==> src/rtl/dmux_stream.sv <==
// Registered 1-to-WAYS stream demultiplexer with per-transfer select and broadcast.
// Each channel owns a one-entry output register; out-of-range selects are accepted and counted.
module dmux_stream #(
  parameter int WIDTH = 8,
  parameter int WAYS  = 4,
  parameter int SEL_W = $clog2(WAYS)
) (
  input  logic                    clk,
  input  logic                    rst_n,
  input  logic [WIDTH-1:0]        in_data,
  input  logic [SEL_W-1:0]        in_sel,
  input  logic                    in_bcast,
  input  logic                    in_valid,
  output logic                    in_ready,
  output logic [WAYS*WIDTH-1:0]   out_data,
  output logic [WAYS-1:0]         out_valid,
  input  logic [WAYS-1:0]         out_ready,
  output logic [7:0]              drop_cnt
);

  // Handshake: a transfer happens on a rising edge where valid and ready are both 1.
  // Producer side: in_valid may not depend on in_ready; payload is don't-care while in_valid=0.
  // Consumer side: out_data[k] holds steady while out_valid[k]=1 and out_ready[k]=0.

  localparam logic [SEL_W:0] WAYS_L = (SEL_W+1)'(WAYS);

  logic [WAYS*WIDTH-1:0] data_q, data_d;
  logic [WAYS-1:0]       valid_q, valid_d;
  logic [7:0]            drop_q, drop_d;

  logic [WAYS-1:0]       free;
  logic                  sel_free;
  logic                  in_range;
  logic                  accept;

  // A channel is free when empty or being drained this cycle, allowing same-cycle refill.
  always_comb begin
    free     = ~valid_q | out_ready;
    sel_free = 1'b0;
    for (int k = 0; k < WAYS; k++) begin
      if (in_sel == SEL_W'(k)) sel_free = free[k];
    end
    in_range = ({1'b0, in_sel} < WAYS_L);
    if (!rst_n)          in_ready = 1'b0;
    else if (in_bcast)   in_ready = &free;
    else if (!in_range)  in_ready = 1'b1;
    else                 in_ready = sel_free;
  end

  assign accept = in_valid & in_ready;

  always_comb begin
    data_d  = data_q;
    valid_d = valid_q;
    drop_d  = drop_q;
    for (int k = 0; k < WAYS; k++) begin
      if (accept && (in_bcast || (in_range && in_sel == SEL_W'(k)))) begin
        data_d[k*WIDTH +: WIDTH] = in_data;
        valid_d[k]               = 1'b1;
      end else if (out_ready[k]) begin
        valid_d[k] = 1'b0;
      end
    end
    if (accept && !in_bcast && !in_range && drop_q != 8'hFF) drop_d = drop_q + 8'd1;
  end

  always_ff @(posedge clk or negedge rst_n) begin
    if (!rst_n) begin
      data_q  <= '0;
      valid_q <= '0;
      drop_q  <= '0;
    end else begin
      data_q  <= data_d;
      valid_q <= valid_d;
      drop_q  <= drop_d;
    end
  end

  assign out_data  = data_q;
  assign out_valid = valid_q;
  assign drop_cnt  = drop_q;

endmodule

==> config.mk <==
export PLATFORM = sky130hd
export DESIGN_NAME = dmux_stream
export DESIGN_NICKNAME = d
export VERILOG_FILES = /design/src/rtl/dmux_stream.sv
export SDC_FILE = /design/constraint.sdc
export NUM_CORES = 1
export LEC_CHECK = 0
export ABC_AREA = 0
export BUFFER_PORTS_ARGS = -buffer_cell sky130_fd_sc_hd__buf_2
export CELL_PAD_IN_SITES_DETAIL_PLACEMENT = 1
export CELL_PAD_IN_SITES_GLOBAL_PLACEMENT = 1
export CORE_UTILIZATION = 25
export CTS_CLUSTER_DIAMETER = 150
export DETAILED_ROUTE_END_ITERATION = 10
export GPL_ROUTABILITY_DRIVEN = 1
export PLACE_DENSITY = 0.56
export SETUP_SLACK_MARGIN = 0.4
export SYNTH_ARGS = -nofsm -noshare
export SYNTH_HDL_FRONTEND = slang
export SYNTH_SLANG_ARGS = --single-unit
==> constraint.sdc <==
create_clock -name clk -period 1.6 [get_ports clk]
set_input_delay 0.32 -clock clk [delete_from_list [all_inputs] [get_ports clk]]
set_output_delay 0.32 -clock clk [all_outputs]
set_load 0.01 [all_outputs]
=== Word-level counts from Yosys, hierarchy flattened ===
Index checks and enable logic that the tools add are counted.

* Output and inout bits: 45
* Logic and storage cells: 42
* Bits in latches: 0
* Memory bits (read-only): 0
* Memories kept: 0
* RAM bits: 0
* Input port bits: 18
* Bits in registers: 36

* Div/mod/pow operators: 0
* Equality and inequality tests: 3
* $lt $le $gt $ge: 0
* Reduce and logical (&&, ||, !) cells: 14
* Add/subtract/negate cells: 0
* Mux-type cells: 14
* Shifts and indexed selects: 0
* $mul: 0
* Bitwise operators: 3

{| class="wikitable"
|+ Operators by type and width
! kind !! count
|-
| $mux W1 || 14
|-
| $reduce_bool A2 Y1 || 4
|-
| $eq A2 B2 Y1 const B || 2
|-
| $logic_and A1 B1 Y1 || 4
|-
| $logic_or A1 B1 Y1 || 4
|-
| $not A4 Y4 || 1
|-
| $or A4 B4 Y4 || 1
|-
| $reduce_and A4 Y1 || 1
|-
| $eq A2 B1 Y1 const B || 1
|-
| $logic_not A2 Y1 || 1
|-
| $and A1 B1 Y1 || 1
|}

=== Longest topological paths before layout ===
* Depth after elaboration: 11
* Gate-level depth with buffers: 6
* Mapped depth without buffers: 5

=== Worst setup path before layout ===
Ideal clock, no wire load.

* Kind: reg2reg
* Start: register valid_q[2], in the netlist out_valid[2]
* End: register data_q[10], in the netlist out_data[10]
* Data required time: 1.475 ns
* Arrival: 1.650 ns
* Path buffers: 1
* Period minus slack after synthesis: 1.775 ns
* Cell stages (with the launch flop): 7
* Slack: -0.175 ns
* Library setup time: 0.125 ns
* Cell sequence: dfrtp_1 nand2b_1 a21oi_1 nor3_4 and3_1 buf_6 mux2_4

* Cells in the longest elaborated chain, start to end: 8
* Elaborated cells between the ends (all ways): 9
* Classes of those cells: 4 x mux; 3 x bitwise; 2 x reduce/logical

{| class="wikitable"
|+ Ends and longest elaborated chain
! element !! line !! text
|-
| start: declaration || 28 || <nowiki>logic [WAYS-1:0] valid_q, valid_d;</nowiki>
|-
| start signal: assignment || 74 || <nowiki>valid_q <= valid_d;</nowiki>
|-
| $not A4 Y4 * || 38 || <nowiki>free = ~valid_q | out_ready;</nowiki>
|-
| $or A4 B4 Y4 * || 38 ||
|-
| $mux W1 (2 in series) || 41 || <nowiki>if (in_sel == SEL_W'(k)) sel_free = free[k];</nowiki>
|-
| $mux W1 * || 45 || <nowiki>else if (in_bcast) in_ready = &free;</nowiki>
|-
| $mux W1 * || 44 || <nowiki>if (!rst_n) in_ready = 1'b0;</nowiki>
|-
| $and A1 B1 Y1 * || 50 || <nowiki>assign accept = in_valid & in_ready;</nowiki>
|-
| $logic_and A1 B1 Y1 * || 57 || <nowiki>if (accept && (in_bcast || (in_range && in_sel == SEL_W'(k)))) begin</nowiki>
|-
| end signal: assignment || 73 || <nowiki>data_q <= data_d;</nowiki>
|-
| end: declaration || 27 || <nowiki>logic [WAYS*WIDTH-1:0] data_q, data_d;</nowiki>
|}

Every way passes the cells marked *; elsewhere a longest branch is shown, timed or not.
A chain may end at the register's enable or synchronous reset.

=== Worst setup path after layout ===
* Start: register valid_q[0], in the netlist out_valid[0]
* End: output port in_ready

* Cells in the longest elaborated chain, start to end: 8
* Elaborated cells between the ends (all ways): 9
* Classes of those cells: 6 x mux; 2 x bitwise; 1 x reduce/logical

{| class="wikitable"
|+ Ends and longest elaborated chain
! element !! line !! text
|-
| $not A4 Y4 * || 38 ||
|-
| $or A4 B4 Y4 * || 38 ||
|-
| $mux W1 (4 in series) || 41 ||
|-
| $mux W1 * || 45 ||
|-
| $mux W1 * || 44 ||
|-
| end: declaration || 14 || <nowiki>output logic in_ready,</nowiki>
|}

Marks and branches as above.

==> results.txt <==
status -> finished with violations
violated checks -> negative setup slack
Post-Syn Area -> 1600 um2
DR WL/cell -> 16.6 um
largest net degree at the start of global routing -> 37
Unique masters post-synth -> 23
drt drc -> 0
final hold violations -> 0
post-layout power -> 3.09 mW
Hold Crit Class -> input pin to asynchronous set/reset pin
area of the multi-input gates -> 753 um2
layout cells sized above 1 -> 68.1%
fmax -> 561 MHz
drt first pass iters -> 4
Storage cell area -> 901 um2
core area -> 6060 um2
required time of the critical path -> 1.28 ns
vias in the first global route -> 1270
CP peak stage delay -> 0.41 ns
final net count -> 205
antenna violations before repair -> 1
Post-Syn Instances -> 105
Initial Util -> 26.4%
crit-path cells -> nand2b_4 > buf_6 > a21oi_4 > nor3_4 > and2_4 > buf_6
Filler cells -> 665
CP most frequent cell -> buf_6
CTS Buf Count -> 5
Vias -> 1170
LEAKAGE -> 1.13 nW
Syn Area/Cell -> 15.3 um2
CP endpoint kind -> output pin
Setup WS post-layout -> -0.181 ns
Clk pin slew, worst setup/hold paths -> 0.07 ns
CTS root buffer -> clkbuf_8
first-pass GRT wire length -> 7.03 mm
grt total ovfl -> 0
Initial DRC Count -> 46
warnings from Yosys -> 0
minimum clock period -> 1.78 ns
WS Path Type -> register to output pin
Tcrit/Tclk final -> 111%
worst r2r src -> out_valid[0]
Skew-Pair Late Insertion Delay -> 0.28 ns
CTS tree -> yes
Post-Place Setup Slack -> -0.352 ns
cell area power density -> 1310 nW/um2
Final setup viols -> 33
Critical Path Start -> out_valid[0]
gpl congestion -> 0.746
post-synthesis register bit count -> 36
Worst path slowest cell -> dfrtp_1
maximum buffer depth of the clock tree -> 2
Area growth, synth to finish -> 47.0%
Die Y -> 82.0 um
ANT nets after route -> 0
worst-path fanout max -> 4
die area -> 6730 um2
num rows -> 28
routed wire length -> 4.36 mm
clock skew -> 0.00414 ns
clock sinks -> 36
Top Ports -> 63
max-slew violations -> 0
worst endpoint data arrival time -> 1.46 ns
vias per cell -> 4.45
htree depth -> 2
Max Cap Viol -> 0
IO Port Bufs -> 54
Max VDD drop -> 0.704 mV
GRT Overall Usage -> 14.5%
die width -> 82.0 um
Final HPWL DP -> 2.97 mm
unrepaired setup endpoints after global routing -> yes
startpoint types -> register
Ant. Diodes -> 0
sequential share of the synthesized area -> 56.3%
flip-flops by register name, summed over array words and instances, names as in the netlist:
name       cells
out_data      32
out_valid      4
logic make-up (layout without fill, tap and decap cells):
group	after synthesis	in the layout	share of synthesized area, %
flops	36	36	56.2
mux	32	32	24.4
simple gates	15	16	6.80
buf+inv	12	85	5.16
compound gates	9	11	7.19
other cells	1	8	0.234
path summary, 6_finish.rpt:
kind,to,slack (ns),depth (start not counted)
setup / recovery,in_ready,-0.18,6
max in group asynchronous,out_data[15],1.15,2
min in group clk,out_data[27],0.30,2
hold / removal,out_data[16],0.13,2
hold reg to reg,out_data[27],0.49,1
setup reg to reg,out_data[27],-0.14,7
layer usage:
layer	up-vias	wire, um	track usage (%)
met5	-	13	0
met3	7	258	4.22
met2	47	2220	24.7
met4	2	38	3.16
met1	588	1820	18.2
li1	526	-	-
synth_stat cells:
| cell type | number | area [um2] |
|---|---|---|
| a21oi_2 | 1 | 8.76 |
| and3_1 | 1 | 6.26 |
| mux2_4 | 8 | 120 |
| nor3_4 | 1 | 16.3 |
| nand4b_4 | 1 | 23.8 |
| buf_4 | 8 | 60.1 |
| nor2_1 | 2 | 7.51 |
| o2111ai_4 | 2 | 52.6 |
| nand2b_1 | 5 | 31.3 |
| a21o_1 | 1 | 7.51 |
| inv_1 | 3 | 11.3 |
| a21oi_1 | 2 | 10.0 |
| dfrtp_1 | 36 | 901 |
| mux2_2 | 21 | 236 |
| and2_1 | 1 | 6.26 |
| a21boi_0 | 1 | 7.51 |
| mux2_1 | 3 | 33.8 |
| nor2b_1 | 1 | 6.26 |
| o31ai_1 | 1 | 7.51 |
| conb_1 | 1 | 3.75 |
| buf_6 | 1 | 11.3 |
| a31oi_4 | 1 | 21.3 |
| nand2_1 | 3 | 11.3 |
worst max-delay path: cells and delay by family, from the launching register on:
family / cells / cell delay (ns)
flip-flops: 1 / 0.41
AO/OA/AOI/OAI: 1 / 0.05
AND/OR/NAND/NOR: 3 / 0.53
buffers and inverters: 2 / 0.19
repair_timing:
action	in CTS	in global routing
gates resized for setup	7	13
hold buffers	0	0
pin swaps	1	3
cloned	3	0
endpoints found under the setup margin	39	39
buffers inserted	1	2
stage by stage:
stage	util (%)	hold slack, ns	setup TNS (ns)	instances	cell area (um2)
after floorplan	-	0.0244	-1.50	112	1640
after global placement	33.9	0.447	-7.18	249	2060
after detailed placement	33.9	0.442	-8.49	249	2060
after CTS	37.6	0.130	-5.20	261	2280
after global routing	38.9	0.167	-6.81	263	2350
final	38.9	0.128	-3.12	263	2350
layout by cell type, fill, tap and decap left out, drive strengths merged, types with 2 or more instances in the layout:
cell,Yosys,routed
a21oi,3,3
buf,9,74
clkbuf,0,7
conb,1,8
dfrtp,36,36
inv,3,3
mux2,32,32
nand2,3,3
nand2b,5,5
nand4b,1,2
nor2,2,2
o2111ai,2,4
where the power goes:
group	internal (mW)	switching (mW)	total, mW
clock	0.550	0.310	0.860
combinational	0.507	0.435	0.942
sequential	1.16	0.135	1.29
area by class of cell:
class,instances,area share (%)
Inverter,3,0.478
Tap cell,75,3.99
Multi-Input combinational cell,67,32.0
Timing Repair Buffer,74,19.9
Sequential cell,36,38.3
Clock inverter,1,1.28
Clock buffer,7,4.09
(Power assumes the default switching activity.)
